$ cat src/rtl/pipe_ctrl_unit.sv
// pipe_ctrl_unit: pipelined control path.
// Decodes the ID-stage opcode into a control bundle and carries that bundle
// through the ID/EX, EX/MEM and MEM/WB registers. Each stage therefore sees
// the controls of the instruction it currently holds.
// Also handles the load-use stall, the EX-resolved flush, x0 write masking
// and a HALT drain FSM (RUN -> DRAIN -> HALTED).
module pipe_ctrl_unit #(
    parameter int REG_ADDR_W   = 5,
    parameter int DRAIN_STAGES = 3,
    parameter int EXT_OPS      = 1
) (
    input  logic                  clk,
    input  logic                  reset,
    input  logic                  id_valid,
    input  logic [6:0]            id_opcode,
    input  logic [REG_ADDR_W-1:0] id_rs1,
    input  logic [REG_ADDR_W-1:0] id_rs2,
    input  logic [REG_ADDR_W-1:0] id_rd,
    input  logic                  flush,
    output logic                  stall,
    output logic                  ex_valid,
    output logic                  ex_alusrc,
    output logic [1:0]            ex_aluop,
    output logic                  ex_branch,
    output logic                  ex_jump,
    output logic                  ex_jumpreg,
    output logic [REG_ADDR_W-1:0] ex_rd,
    output logic                  mem_memread,
    output logic                  mem_memwrite,
    output logic [REG_ADDR_W-1:0] mem_rd,
    output logic                  wb_regwrite,
    output logic                  wb_memtoreg,
    output logic [REG_ADDR_W-1:0] wb_rd,
    output logic                  halted
);

    localparam logic [6:0] OP_R     = 7'b0110011;
    localparam logic [6:0] OP_I     = 7'b0010011;
    localparam logic [6:0] OP_LW    = 7'b0000011;
    localparam logic [6:0] OP_SW    = 7'b0100011;
    localparam logic [6:0] OP_BR    = 7'b1100011;
    localparam logic [6:0] OP_JAL   = 7'b1101111;
    localparam logic [6:0] OP_JALR  = 7'b1100111;
    localparam logic [6:0] OP_LUI   = 7'b0110111;
    localparam logic [6:0] OP_AUIPC = 7'b0010111;
    localparam logic [6:0] OP_HALT  = 7'b1111111;

    localparam logic [1:0] ST_RUN    = 2'b00;
    localparam logic [1:0] ST_DRAIN  = 2'b01;
    localparam logic [1:0] ST_HALTED = 2'b10;

    localparam int CNT_W = $clog2(DRAIN_STAGES + 1);
    localparam logic [REG_ADDR_W-1:0] RD_ZERO = {REG_ADDR_W{1'b0}};

    // Decoded controls in ID.
    logic       w_alusrc;
    logic [1:0] w_aluop;
    logic       w_branch;
    logic       w_jump;
    logic       w_jumpreg;
    logic       w_memread;
    logic       w_memwrite;
    logic       w_memtoreg;
    logic       w_dec_regwrite;
    logic       w_regwrite;
    logic       w_is_halt;
    logic       w_uses_rs1;
    logic       w_uses_rs2;

    // Hazard / steering.
    logic w_running;
    logic w_raw_stall;
    logic w_bubble;
    logic w_halt_accept;

    // ID/EX register.
    logic                  r_ex_valid;
    logic                  r_ex_alusrc;
    logic [1:0]            r_ex_aluop;
    logic                  r_ex_branch;
    logic                  r_ex_jump;
    logic                  r_ex_jumpreg;
    logic                  r_ex_memread;
    logic                  r_ex_memwrite;
    logic                  r_ex_memtoreg;
    logic                  r_ex_regwrite;
    logic [REG_ADDR_W-1:0] r_ex_rd;

    // EX/MEM register.
    logic                  r_mem_memread;
    logic                  r_mem_memwrite;
    logic                  r_mem_memtoreg;
    logic                  r_mem_regwrite;
    logic [REG_ADDR_W-1:0] r_mem_rd;

    // MEM/WB register.
    logic                  r_wb_regwrite;
    logic                  r_wb_memtoreg;
    logic [REG_ADDR_W-1:0] r_wb_rd;

    // Halt FSM.
    logic [1:0]       r_state;
    logic [CNT_W-1:0] r_cnt;
    logic             r_halted;

    // Opcode decode into the control bundle and the source-use flags.
    always_comb begin
        w_alusrc       = 1'b0;
        w_aluop        = 2'b00;
        w_branch       = 1'b0;
        w_jump         = 1'b0;
        w_jumpreg      = 1'b0;
        w_memread      = 1'b0;
        w_memwrite     = 1'b0;
        w_memtoreg     = 1'b0;
        w_dec_regwrite = 1'b0;
        w_is_halt      = 1'b0;
        w_uses_rs1     = 1'b0;
        w_uses_rs2     = 1'b0;
        case (id_opcode)
            OP_R: begin
                w_dec_regwrite = 1'b1;
                w_aluop        = 2'b10;
                w_uses_rs1     = 1'b1;
                w_uses_rs2     = 1'b1;
            end
            OP_I: begin
                w_dec_regwrite = 1'b1;
                w_alusrc       = 1'b1;
                w_aluop        = 2'b10;
                w_uses_rs1     = 1'b1;
            end
            OP_LW: begin
                w_alusrc       = 1'b1;
                w_memread      = 1'b1;
                w_memtoreg     = 1'b1;
                w_dec_regwrite = 1'b1;
                w_uses_rs1     = 1'b1;
            end
            OP_SW: begin
                w_alusrc   = 1'b1;
                w_memwrite = 1'b1;
                w_uses_rs1 = 1'b1;
                w_uses_rs2 = 1'b1;
            end
            OP_BR: begin
                w_branch   = 1'b1;
                w_aluop    = 2'b01;
                w_uses_rs1 = 1'b1;
                w_uses_rs2 = 1'b1;
            end
            OP_JAL: begin
                w_jump         = 1'b1;
                w_dec_regwrite = 1'b1;
            end
            OP_JALR: begin
                w_alusrc       = 1'b1;
                w_jump         = 1'b1;
                w_jumpreg      = 1'b1;
                w_dec_regwrite = 1'b1;
                w_aluop        = 2'b11;
                w_uses_rs1     = 1'b1;
            end
            OP_LUI, OP_AUIPC: begin
                // Without the extension these opcodes fall back to NOP controls.
                if (EXT_OPS != 0) begin
                    w_dec_regwrite = 1'b1;
                    w_alusrc       = 1'b1;
                end else begin
                    w_dec_regwrite = 1'b0;
                    w_alusrc       = 1'b0;
                end
            end
            OP_HALT: begin
                w_is_halt = 1'b1;
            end
            default: begin
                w_is_halt = 1'b0;
            end
        endcase
    end

    // x0 is never written: mask RegWrite at decode so later stages stay simple.
    assign w_regwrite = w_dec_regwrite & (id_rd != RD_ZERO);

    // Load-use detection, bubble selection and the combinational stall.
    assign w_running   = (r_state == ST_RUN);
    assign w_raw_stall = id_valid & r_ex_valid & r_ex_memread & (r_ex_rd != RD_ZERO) &
                         ((w_uses_rs1 & (r_ex_rd == id_rs1)) |
                          (w_uses_rs2 & (r_ex_rd == id_rs2)));
    assign w_bubble      = flush | w_raw_stall | ~id_valid | ~w_running;
    assign w_halt_accept = w_running & ~w_bubble & w_is_halt;
    assign stall         = (w_raw_stall & ~flush) | ~w_running;

    // ID/EX register: load the decoded bundle or insert a bubble.
    always_ff @(posedge clk) begin
        if (reset || w_bubble) begin
            r_ex_valid    <= 1'b0;
            r_ex_alusrc   <= 1'b0;
            r_ex_aluop    <= 2'b00;
            r_ex_branch   <= 1'b0;
            r_ex_jump     <= 1'b0;
            r_ex_jumpreg  <= 1'b0;
            r_ex_memread  <= 1'b0;
            r_ex_memwrite <= 1'b0;
            r_ex_memtoreg <= 1'b0;
            r_ex_regwrite <= 1'b0;
            r_ex_rd       <= RD_ZERO;
        end else begin
            r_ex_valid    <= 1'b1;
            r_ex_alusrc   <= w_alusrc;
            r_ex_aluop    <= w_aluop;
            r_ex_branch   <= w_branch;
            r_ex_jump     <= w_jump;
            r_ex_jumpreg  <= w_jumpreg;
            r_ex_memread  <= w_memread;
            r_ex_memwrite <= w_memwrite;
            r_ex_memtoreg <= w_memtoreg;
            r_ex_regwrite <= w_regwrite;
            r_ex_rd       <= id_rd;
        end
    end

    // EX/MEM and MEM/WB registers: advance every edge; they never stall.
    always_ff @(posedge clk) begin
        if (reset) begin
            r_mem_memread  <= 1'b0;
            r_mem_memwrite <= 1'b0;
            r_mem_memtoreg <= 1'b0;
            r_mem_regwrite <= 1'b0;
            r_mem_rd       <= RD_ZERO;
            r_wb_regwrite  <= 1'b0;
            r_wb_memtoreg  <= 1'b0;
            r_wb_rd        <= RD_ZERO;
        end else begin
            r_mem_memread  <= r_ex_memread;
            r_mem_memwrite <= r_ex_memwrite;
            r_mem_memtoreg <= r_ex_memtoreg;
            r_mem_regwrite <= r_ex_regwrite;
            r_mem_rd       <= r_ex_rd;
            r_wb_regwrite  <= r_mem_regwrite;
            r_wb_memtoreg  <= r_mem_memtoreg;
            r_wb_rd        <= r_mem_rd;
        end
    end

    // Halt FSM: the first accepted HALT starts a fixed drain, then halts sticky.
    always_ff @(posedge clk) begin
        if (reset) begin
            r_state  <= ST_RUN;
            r_cnt    <= {CNT_W{1'b0}};
            r_halted <= 1'b0;
        end else begin
            case (r_state)
                ST_RUN: begin
                    if (w_halt_accept) begin
                        r_state <= ST_DRAIN;
                        r_cnt   <= CNT_W'(DRAIN_STAGES);
                    end else begin
                        r_state <= ST_RUN;
                    end
                end
                ST_DRAIN: begin
                    if (r_cnt == CNT_W'(1)) begin
                        r_state  <= ST_HALTED;
                        r_halted <= 1'b1;
                    end else begin
                        r_state <= ST_DRAIN;
                    end
                    r_cnt <= r_cnt - CNT_W'(1);
                end
                ST_HALTED: begin
                    r_state  <= ST_HALTED;
                    r_halted <= 1'b1;
                end
                default: begin
                    r_state <= ST_HALTED;
                    r_halted <= 1'b1;
                end
            endcase
        end
    end

    assign ex_valid     = r_ex_valid;
    assign ex_alusrc    = r_ex_alusrc;
    assign ex_aluop     = r_ex_aluop;
    assign ex_branch    = r_ex_branch;
    assign ex_jump      = r_ex_jump;
    assign ex_jumpreg   = r_ex_jumpreg;
    assign ex_rd        = r_ex_rd;
    assign mem_memread  = r_mem_memread;
    assign mem_memwrite = r_mem_memwrite;
    assign mem_rd       = r_mem_rd;
    assign wb_regwrite  = r_wb_regwrite;
    assign wb_memtoreg  = r_wb_memtoreg;
    assign wb_rd        = r_wb_rd;
    assign halted       = r_halted;

endmodule

$ cat config.mk
export PLATFORM = sky130hd
export DESIGN_NAME = pipe_ctrl_unit
export DESIGN_NICKNAME = d
export VERILOG_FILES = /design/src/rtl/pipe_ctrl_unit.sv
export SDC_FILE = /design/constraint.sdc
export NUM_CORES = 1
export LEC_CHECK = 0
export BUFFER_PORTS_ARGS = -buffer_cell sky130_fd_sc_hd__buf_2
export CORE_MARGIN = 10
export CORE_UTILIZATION = 50
export DETAILED_ROUTE_END_ITERATION = 10
export GPL_ROUTABILITY_DRIVEN = 0
export MAX_ROUTING_LAYER = met4
export PLACE_DENSITY_LB_ADDON = 0.05
export SYNTH_ARGS = -nofsm -noshare
export SYNTH_HDL_FRONTEND = slang
export SYNTH_SLANG_ARGS = --single-unit
$ cat constraint.sdc
create_clock -name clk -period 5.8 [get_ports clk]
set_clock_uncertainty 0.1 [all_clocks]
set_input_delay 0.58 -clock clk [delete_from_list [all_inputs] [get_ports clk]]
set_output_delay 0.58 -clock clk [all_outputs]
set_load 0.02 [all_outputs]
After elaboration in Yosys (flattened, before gate mapping) --
Cells that the tools add are included.
Storage, ports and cells: input port bits 26, output and inout port bits 28, register bits after elaboration 35
Operators by class: bitwise gates (word level) 19, equality and inequality tests 16, reductions and logical operators 13, add/subtract/negate cells 1, muxes and demuxes 19
Operators by type and width (count):
- 7-bit equality test (second input constant) | 4
- 7-bit by 6-bit equality test with 1-bit output (second input constant) | 3
- 7-bit by 5-bit equality test with 1-bit output (second input constant) | 2
- 1-bit 2-to-1 mux | 13
- 6-bit OR reduction | 2
- 1-bit bitwise AND | 10
- 5-bit equality test | 2
- 5-bit nonzero test | 2
- 2-bit case mux with 2 select lines | 2
- 7-bit by 2-bit equality test with 1-bit output (second input constant) | 1
- 7-bit OR reduction | 1
- 2-bit case mux with 3 select lines | 1
- 1-bit OR | 5
- 2-bit by 1-bit equality test with 1-bit output (second input constant) | 2
- 2-bit 2-to-1 mux | 2
- 1-bit NOT | 4
- 2-bit AND reduction | 2
- 2-bit OR reduction | 2
- 3-bit OR reduction | 1
- 2-bit zero test | 1
- 2-bit by 1-bit != test with 1-bit output (second input constant) | 1
- 2-bit != test (second input constant) | 1
- 1-bit case mux with 2 select lines | 1
- 2-bit nonzero test | 1
- 2 further kinds | 2

Depth between registers and ports, before layout --
Gate-level depths: netlist of the first run.
depth after elaboration 14, mapped depth 6

Worst setup path before layout of the first run --
Ideal clock, no wire load.
path kind input -> output, start input id_opcode[2], end output stall, slack 3247 ps, stages 5, arrival 1873 ps, cell sequence clkbuf_1 -> nor2_1 -> o2111ai_2 -> a2111oi_4 -> a211o_2
Between the ends: cells in the longest elaborated chain, start to end 8, elaborated cells on any way between the ends 16, those cells by class eq/ne: 6; mux: 2; bitwise: 6; reduce/logical: 2
RTL lines:
- from (decl) | line 15 | input logic [6:0] id_opcode,
- 7-bit equality test, or another cell as far along | line 120 | case (id_opcode)
- 6-bit OR reduction (no source line) or 3-bit OR reduction (tied branches)
- 1-bit 2-to-1 mux | line 120
- 1-bit bitwise AND, on equally long branches | line 189, 190
- 1-bit OR * | line 189 | ((w_uses_rs1 & (r_ex_rd == id_rs1)) |
- 1-bit bitwise AND * | line 188 | assign w_raw_stall = id_valid & r_ex_valid & r_ex_memread & (r_ex_rd != RD_ZERO) &
- 1-bit bitwise AND * | line 193 | assign stall = (w_raw_stall & ~flush) | ~w_running;
- 1-bit OR * | line 193
- to (decl) | line 20 | output logic stall,
Every way passes the cells marked *; elsewhere a longest branch is shown, timed or not.

Final worst setup path of the first run --
start register r_ex_rd[1], in the netlist ex_rd[1], end output stall
Between the ends: cells in the longest elaborated chain, start to end 6, elaborated cells on any way between the ends 10, those cells by class eq/ne: 2; bitwise: 7; reduce/logical: 1
RTL lines:
- from (decl) | line 87 | logic [REG_ADDR_W-1:0] r_ex_rd;
- from (signal assigned) | line 220 | r_ex_rd <= id_rd;
- 5-bit equality test, on equally long branches | line 189, 190
- 1-bit bitwise AND, on equally long branches | line 189, 190
- 1-bit OR | line 189
- 1-bit bitwise AND * | line 188
- 1-bit bitwise AND * | line 193
- 1-bit OR * | line 193
Marked as above.

==> results.sh, run 1 <==
export IMPL_drtPass1Iterations=4
export IMPL_setup_violations=0
export IMPL_io_pins=54
export IMPL_leakagePower_uw=0.000813
export IMPL_num_rows=18
export IMPL_antenna_found_initial=0
export IMPL_dieArea_mm2=0.00515
export IMPL_period_share_pct=58.5
export IMPL_die_h_um=71.8
export IMPL_ys_ff_latch=35
export IMPL_clk_pin_slew_worst_paths_ns=0.11
export IMPL_tightest_slew_ns=1.03
export IMPL_cpPeakStageDelay_ns=0.98
export IMPL_grt_max_degree=23
export IMPL_hold_viol=0
export IMPL_clk_latency_ns=0.33
export IMPL_ys_seq_area_share_pct=52.2
export IMPL_nets=219
export IMPL_netlist_area_mm2=0.00134
export IMPL_ctsHoldBuffers=0
export IMPL_critPathArrivalTime_ns=2.72
export IMPL_avgSynthCellArea_um2=9.86
export IMPL_routed_wl_um=3060
export IMPL_crit_fanout=16
export IMPL_hold_class="reg2reg"
export IMPL_syn2layout_area_growth_pct=27.3
export IMPL_ys_types=31
export IMPL_die_w_um=71.8
export IMPL_avgViaCountPerCell=5.10
export IMPL_worstSetupPathType="reg2out"
export IMPL_rsz0062_at_grt="false"
export IMPL_drtAntennaViolNets=0
export IMPL_peakVddDrop_mv=0.238
export IMPL_mostFrequentLayoutCells="buf_2, dfxtp_1, nor2b_1"
export IMPL_fillers=216
export IMPL_cts_tree="yes"
export IMPL_cts_made_buffers=5
export IMPL_cp_data_required_time_ns=5.12
export IMPL_dp_cells=215
export IMPL_synth_xor_area_share_pct=6.53
export IMPL_start_util_pct=53.2
export IMPL_cts_setup_buffers=0
export IMPL_synth_top_family_by_area="simple AND/OR/NAND/NOR gates"
export IMPL_diodes=0
export IMPL_coreArea_mm2=0.00252
export IMPL_synth_simple_area_share_pct=26.4
export IMPL_start_kind="flip-flop"
export IMPL_grt_usage_pct=12.6
export IMPL_route_detailed_drc=0
export IMPL_ys_warn_count=0
export IMPL_wire_per_inst_um=13.7
export IMPL_crit_chain="xor2_1, nor3_1, o2111ai_2, a2111oi_4, a211o_2, buf_2"
export IMPL_slew_headroom_pct=31.5
export IMPL_setup_worst_path_end_class="output port"
export IMPL_hpwlAfterDp_um=2470
export IMPL_p_per_area_mw_per_mm2=270
export IMPL_num_vias=1138
export IMPL_drt_iter0_markers=36
export IMPL_finalPower_uw=461
export IMPL_fin_tns_setup_ns=0
export IMPL_slew_viol_final=0
export IMPL_status="finished clean"
export IMPL_period_needed_ns=3.40
export IMPL_root_buffer="clkbuf_4"
export IMPL_syn_nets=163
export IMPL_grt_pass1_vias=1156
export IMPL_synth_fa_ha_area_share_pct=0.933
export IMPL_h_tree_depth=2
export IMPL_final_common_cell="buf_2"
export IMPL_synth_compound_area_share_pct=9.98
export IMPL_post_cts_resized=0
export IMPL_stdcell_count=223
export IMPL_synthCells=136
export IMPL_grt_pass1_wl_um=5110
export IMPL_cap_viol_max_count=0
export IMPL_muxShareOfSynthArea_pct=0
export IMPL_grt_overflow=0
export IMPL_clock_fmax_mhz=295
export IMPL_clkSinkCount=35
export IMPL_cp_slowest_cell="a2111oi_4"
export IMPL_clockBufferDepth=2
export IMPL_drive_above_1_share_pct=37.8
export IMPL_port_buffers=53
==> area by class of cell <==
| type | count | area [um2] | area share, % |
|---|---|---|---|
| clock buffers | 6 | 51.3 | 3.00 |
| clock inverters | 2 | 35.0 | 2.05 |
| inverters | 8 | 30.0 | 1.76 |
| multi-input cells | 89 | 588 | 34.4 |
| flip-flops and latches | 35 | 701 | 41.0 |
| well taps | 30 | 37.5 | 2.20 |
| repair buffers | 53 | 265 | 15.5 |
==> report_power, final <==
part           leakage [uW]  total (uW)  internal, uW  switching (uW)
registers          0.000283         245           243            1.99
logic              0.000482        36.3          15.1            21.2
clock network     0.0000482         181           102            78.7
==> metal layers <==
layer	part of all wire (%)	wire [um]	track usage, %
met5	0	0	-
met4	1.9	57	4.95
met3	6.5	198	5.65
met2	49	1520	21.1
met1	42	1290	12.5
==> path summary, 6_finish.rpt <==
path,start,cells after the start,endpoint,slack [ns]
setup reg to reg,ex_rd[1],5,r_ex_regwrite,3.38
hold / removal,r_ex_regwrite,1,r_mem_regwrite,0.35
hold reg to reg,r_ex_regwrite,1,r_mem_regwrite,0.35
setup / recovery,ex_rd[1],6,stall,2.40
==> through the flow <==
stage,cell area (um2),utilization (%),setup slack [ns],hold slack [ns]
floorplan,1340,-,3.25,0.314
global placement,1620,64.3,2.51,0.320
detailed placement,1620,64.3,2.45,0.323
CTS,1710,67.7,2.35,0.352
global route,1710,67.7,2.17,0.353
finish,1710,67.7,2.40,0.351
==> state kept, by name (all words and copies together), names as in the netlist, 2 cells and up <==
| name | cells |
|---|---|
| ex_rd | 5 |
| mem_rd | 5 |
| wb_rd | 5 |
| ex_aluop | 2 |
| r_cnt | 2 |
| r_state | 2 |
==> worst max-delay path: cells and delay by family (launching register included) <==
| family | cells | cell delay [ns] |
|---|---|---|
| buffers and inverters | 1 | 0.16 |
| AND/OR/NAND/NOR | 1 | 0.27 |
| flip-flops | 1 | 0.37 |
| XOR/XNOR | 1 | 0.17 |
| AO/OA/AOI/OAI | 3 | 1.41 |
==> kinds of logic (layout without fill, tap and decap cells) <==
group | count (synthesis) | after routing
xor+xnor | 10 | 10
fa+ha+maj | 1 | 1
flops | 35 | 35
compound gates | 15 | 15
buf+inv | 12 | 69
simple gates | 63 | 63
==> Yosys cell counts <==
library cell	number	area (um2)
nor3b_1	2	15.0
nand3b_1	1	7.51
nor2b_1	16	100
nor2_1	8	30.0
o2111ai_2	1	15.0
o21ai_0	1	5.00
nor4_1	5	31.3
a21oi_1	5	25.0
nor4b_1	1	8.76
xnor2_1	2	17.5
buf_6	1	11.3
o211ai_1	1	7.51
inv_1	8	30.0
nor2_2	7	43.8
a2111oi_4	1	27.5
a211oi_1	2	15.0
nor3_2	1	10.0
clkbuf_1	3	11.3
or4_1	2	15.0
a211o_2	1	10.0
nor3_1	6	30.0
dfxtp_1	35	701
or2_1	1	6.26
o22ai_1	1	6.26
nand4_1	1	6.26
ha_1	1	12.5
a22oi_1	1	7.51
nand2_1	8	30.0
a2111oi_2	1	15.0
nand3_1	4	20.0
xor2_1	8	70.1
Power figures use the tool's default switching activity.
==> run 2, diff against run 1 <==
Settings changed: CORE_UTILIZATION 50 to 47.
Clock period 5.8 ns to 3.2 ns, I/O delays scaled along.
==> run 2 against run 1 <==
  * Critical path depth did not move
  * Sequential share of layout area rose by 0.15 points
  * Setup slack got worse by 1.7 ns
  * Sequential cell count did not move
  * Combinational power rose by 80%
  * Die area rose by 4.6%
  * Count of clock-buffer cells in the layout did not move
  * Via count fell by 0.53%
  * Total power rose by 74%
  * Critical path type unchanged
  * Critical endpoint unchanged
  * Highest routed layer unchanged
==> results.sh, run 2 (synthesis gave the netlist of run 1 again) <==
export IMPL_reg2regPathDepth=6
export IMPL_io_pins=54
export IMPL_grt_usage_pct=12.6
export IMPL_reg2reg_from="ex_rd[0]"
export IMPL_clk_pin_slew_worst_paths_ns=0.09
export IMPL_leakagePower_uw=0.000809
export IMPL_cts_setup_buffers=0
export IMPL_ctsHoldBuffers=0
export IMPL_cp_data_required_time_ns=2.78
export IMPL_start_util_pct=49.1
export IMPL_port_buffers=53
export IMPL_reg2reg_to="r_ex_regwrite"
export IMPL_reg2reg_slack_ns=1.21
export IMPL_diodes=0
export IMPL_mostFrequentLayoutCells="buf_2, dfxtp_1, nor2b_1"
export IMPL_dieArea_mm2=0.00539
export IMPL_cap_viol_max_count=0
export IMPL_clockBufferDepth=2
export IMPL_grt_overflow=0
export IMPL_die_w_um=73.4
export IMPL_setup_worst_path_end_class="output port"
export IMPL_avgViaCountPerCell=5.05
export IMPL_p_per_area_mw_per_mm2=472
export IMPL_antenna_found_initial=0
export IMPL_rsz0062_at_grt="false"
export IMPL_wire_per_inst_um=13.8
export IMPL_hold_class="in2reg"
export IMPL_root_buffer="clkbuf_4"
export IMPL_crit_fanout=5
export IMPL_cts_tree="yes"
export IMPL_hold_end="ex_rd[2]"
export IMPL_hpwlAfterDp_um=2450
export IMPL_slew_viol_final=0
export IMPL_design_area_mm2=0.00170
export IMPL_tightest_slew_ns=0.644
export IMPL_cp_slowest_cell="dfxtp_1"
export IMPL_hp_start="id_rd[2]"
export IMPL_final_common_cell="buf_2"
export IMPL_placed_cell_area_mm2=0.00163
export IMPL_clkSinkCount=35
export IMPL_fin_tns_setup_ns=0
export IMPL_grt_pass1_vias=1088
export IMPL_setup_violations=0
export IMPL_critPathArrivalTime_ns=2.05
export IMPL_syn2layout_area_growth_pct=26.9
export IMPL_num_vias=1132
export IMPL_period_share_pct=77.2
export IMPL_clk_latency_ns=0.33
export IMPL_grt_max_degree=23
export IMPL_stdcell_count=224
export IMPL_period_needed_ns=2.47
export IMPL_drive_above_1_share_pct=37.3
export IMPL_status="finished clean"
export IMPL_peakVddDrop_mv=0.353
export IMPL_hold_viol=0
export IMPL_nets=220
export IMPL_holdPathStages=3
export IMPL_post_cts_resized=0
export IMPL_h_tree_depth=2
export IMPL_dp_cells=217
export IMPL_worstSetupPathType="reg2out"
export IMPL_die_h_um=73.4
export IMPL_coreArea_mm2=0.00273
export IMPL_drtPass1Iterations=5
export IMPL_routed_wl_um=3090
export IMPL_slew_headroom_pct=56.7
export IMPL_num_rows=19
export IMPL_cpPeakStageDelay_ns=0.37
export IMPL_cts_made_buffers=5
export IMPL_start_kind="flip-flop"
export IMPL_clock_fmax_mhz=405
export IMPL_drtAntennaViolNets=0
export IMPL_grt_pass1_wl_um=5210
export IMPL_drt_iter0_markers=40
export IMPL_route_detailed_drc=0
export IMPL_crit_chain="xor2_1, a2111oi_2, nand2_1, a2111oi_4, a211o_2, buf_2"
==> run 2: cell types whose count changed in the layout (fill, tap and decap cells not counted) <==
cell	before	now
clkinv_2	1	0
buf_4	0	1
clkbuf_1	0	1
clkbuf_8	1	0
==> run 2: where the power goes <==
part / leakage (uW) / switching, uW / internal [uW]
Clock: 0.0000383 / 134 / 161
Sequential: 0.000283 / 3.46 / 440
Combinational: 0.000488 / 38.1 / 27.3
Total: 0.000809 / 175 / 628
==> run 2: area by class of cell <==
type | count | area (um2)
timing repair buffer | 54 | 273
clock buffer | 6 | 41.3
sequential | 35 | 701
fill | 246 | 1030
tap | 31 | 38.8
inverter | 8 | 30.0
multi-input combinational | 89 | 588
clock inverter | 1 | 30.0
==> run 2: worst max-delay path by stage <==
| stage | slack, ns | cells after the start | to | start |
|---|---|---|---|---|
| floorplan | 1.02 | 5 | stall | ex_rd[0] |
| global placement | 1.02 | 7 | stall | id_rs2[0] |
| detailed placement | 1.03 | 7 | stall | id_rs2[0] |
| CTS | 0.68 | 6 | stall | ex_rd[1] |
| global route | 0.57 | 6 | stall | ex_rd[1] |
| finish | 0.73 | 6 | stall | ex_rd[0] |
==> run 2: worst max-delay path: cells and delay by family, from the launching register on <==
kind / cells / cell delay, ns
xor gates and xnor gates: 1 / 0.19
and+or+nand+nor: 1 / 0.14
DFF: 1 / 0.37
AOI/OAI and AO/OA: 3 / 0.88
buffers and inverters: 1 / 0.15
==> run 2: through the flow <==
step           setup WS, ns  utilization (%)  hold WS [ns]  total power, uW
2_1_floorplan          1.02                -         0.290              488
3_3_place_gp           1.02             59.6         0.320              517
3_5_place_dp           1.03             59.6         0.332              519
4_1_cts               0.675             62.2         0.105              812
5_1_grt               0.571             62.2         0.107              834
6_report              0.728             62.2         0.123              803
==> run 2: metal layers <==
metal,global-route usage [%],wire length (um),part of all wire [%]
met3,5.38,232,7.5
met2,19.5,1470,48
met4,4.35,46,1.5
met5,-,0,0
met1,14.2,1340,43
==> run 3, diff against run 2 <==
Settings changed: CORE_UTILIZATION 47 to 42.
Clock period 3.2 ns to 2.1 ns, I/O delays scaled along.
==> run 3 against run 2 <==
  * The flow now finishes with violations (setup timing)
  * Critical path depth rose by 1
  * Die area rose by 8.6%
  * Cell count rose by 11%
  * Sequential cell count unchanged
  * Largest power group unchanged
==> results.sh, run 3 (synthesis gave the netlist of run 1 again) <==
export IMPL_status="finished, violations left"
export IMPL_violations="setup timing"
export IMPL_hpwlAfterDp_um=2460
export IMPL_peakVddDrop_mv=0.354
export IMPL_port_buffers=53
export IMPL_drtPass1Iterations=4
export IMPL_stdcell_count=248
export IMPL_crit_fanout=2
export IMPL_grt_pass1_wl_um=5530
export IMPL_wire_per_inst_um=13.3
export IMPL_period_share_pct=107
export IMPL_nets=230
export IMPL_busiest_layer="met2"
export IMPL_num_rows=20
export IMPL_grt_max_degree=23
export IMPL_route_detailed_drc=0
export IMPL_num_vias=1175
export IMPL_drive_above_1_share_pct=40.7
export IMPL_start_kind="flip-flop"
export IMPL_tightest_slew_ns=0.691
export IMPL_syn2layout_area_growth_pct=36.9
export IMPL_hold_class="in2reg"
export IMPL_use_met1_pct=13.1
export IMPL_clk_pin_slew_worst_paths_ns=0.10
export IMPL_clkSinkCount=35
export IMPL_drtAntennaViolNets=0
export IMPL_diodes=0
export IMPL_grt_pass1_vias=1176
export IMPL_die_w_um=76.5
export IMPL_post_place_ws_ns=0.105
export IMPL_holdPathStages=3
export IMPL_critPathArrivalTime_ns=1.94
export IMPL_final_common_cell="buf_2"
export IMPL_clockBufferDepth=2
export IMPL_drt_iter0_markers=61
export IMPL_rsz0062_at_grt="true"
export IMPL_cap_viol_max_count=0
export IMPL_h_tree_depth=2
export IMPL_hold_viol=0
export IMPL_p_per_area_mw_per_mm2=650
export IMPL_cp_slowest_cell="a2111oi_4"
export IMPL_dp_cells=231
export IMPL_routed_wl_um=3300
export IMPL_root_buffer="clkbuf_4"
export IMPL_antenna_found_initial=0
export IMPL_use_met3_pct=5.78
export IMPL_period_needed_ns=2.25
export IMPL_setup_violations=1
export IMPL_clk_latency_ns=0.33
export IMPL_cts_tree="yes"
export IMPL_clock_fmax_mhz=444
export IMPL_io_pins=54
export IMPL_die_h_um=76.5
export IMPL_grt_overflow=0
export IMPL_leakagePower_uw=0.000859
export IMPL_fin_tns_setup_ns=-0.153
export IMPL_dieArea_mm2=0.00585
export IMPL_crit_chain="buf_4, xor2_1, nor3_2, o2111ai_2, a2111oi_4, a211o_2, buf_6"
export IMPL_reg2regPathDepth=5
export IMPL_setup_worst_path_end_class="output port"
export IMPL_met2_usage_pct=18.9
export IMPL_cpPeakStageDelay_ns=0.42
export IMPL_slew_headroom_pct=53.5
export IMPL_grt_usage_pct=12.0
export IMPL_worst_slack_ns=-0.153
export IMPL_start_util_pct=43.9
export IMPL_cts_made_buffers=5
export IMPL_slew_viol_final=0
export IMPL_mostFrequentLayoutCells="buf_2, dfxtp_1, nor2b_1"
export IMPL_cp_data_required_time_ns=1.79
export IMPL_worstSetupPathType="reg2out"
export IMPL_coreArea_mm2=0.00305
export IMPL_avgViaCountPerCell=4.74
run 3: worst max-delay path: cells and delay by family (launching register included):
family	cells	cell delay, ns
buffers and inverters	2	0.24
XOR/XNOR	1	0.16
flip-flops	1	0.33
AND/OR/NAND/NOR	1	0.12
AO/OA/AOI/OAI	3	0.76
run 3: repair_timing:
action                                 in CTS  in global routing
hold buffers                                6                  0
pin swaps                                   6                  3
buffers inserted                            3                  0
setup endpoints to repair                   1                  1
gates resized for setup                     7                  2
endpoints found under the hold margin       6                  0
run 3: cell type report:
class | instances | area (um2)
Clock buffer | 8 | 68.8
Fill cell | 280 | 1220
Multi-Input combinational cell | 89 | 607
Inverter | 8 | 30.0
Timing Repair Buffer | 64 | 369
Tap cell | 44 | 55.1
Sequential cell | 35 | 707
run 3: worst paths after layout:
path              endpoint  slack, ns           start
min          r_ex_regwrite       0.07    id_opcode[0]
min reg2reg    wb_regwrite       0.34  r_mem_regwrite
max reg2reg  r_ex_regwrite       0.15        ex_rd[1]
max                  stall      -0.15        ex_rd[0]
run 3: layer usage:
metal	routed length (um)	share of wire (%)
met5	0	0
met4	42	1.3
met3	236	7.1
met2	1610	49
met1	1420	43
run 3: metrics by stage:
| stage | cell area (um2) | power, uW | hold slack [ns] | utilization (%) |
|---|---|---|---|---|
| finish | 1840 | 1190 | 0.0733 | 60.2 |
| global route | 1840 | 1260 | 0.0572 | 60.2 |
| CTS | 1830 | 1210 | 0.0534 | 59.8 |
| detailed placement | 1650 | 792 | 0.324 | 54.2 |
| global placement | 1650 | 791 | 0.317 | 54.2 |
| floorplan | 1340 | 744 | 0.180 | - |
run 3: report_power, final:
group          internal [uW]  switching, uW  total, uW  leakage [uW]
Combinational           52.8           64.7        118      0.000536
Clock                    197            206        403     0.0000386
Sequential               669           4.78        674      0.000284
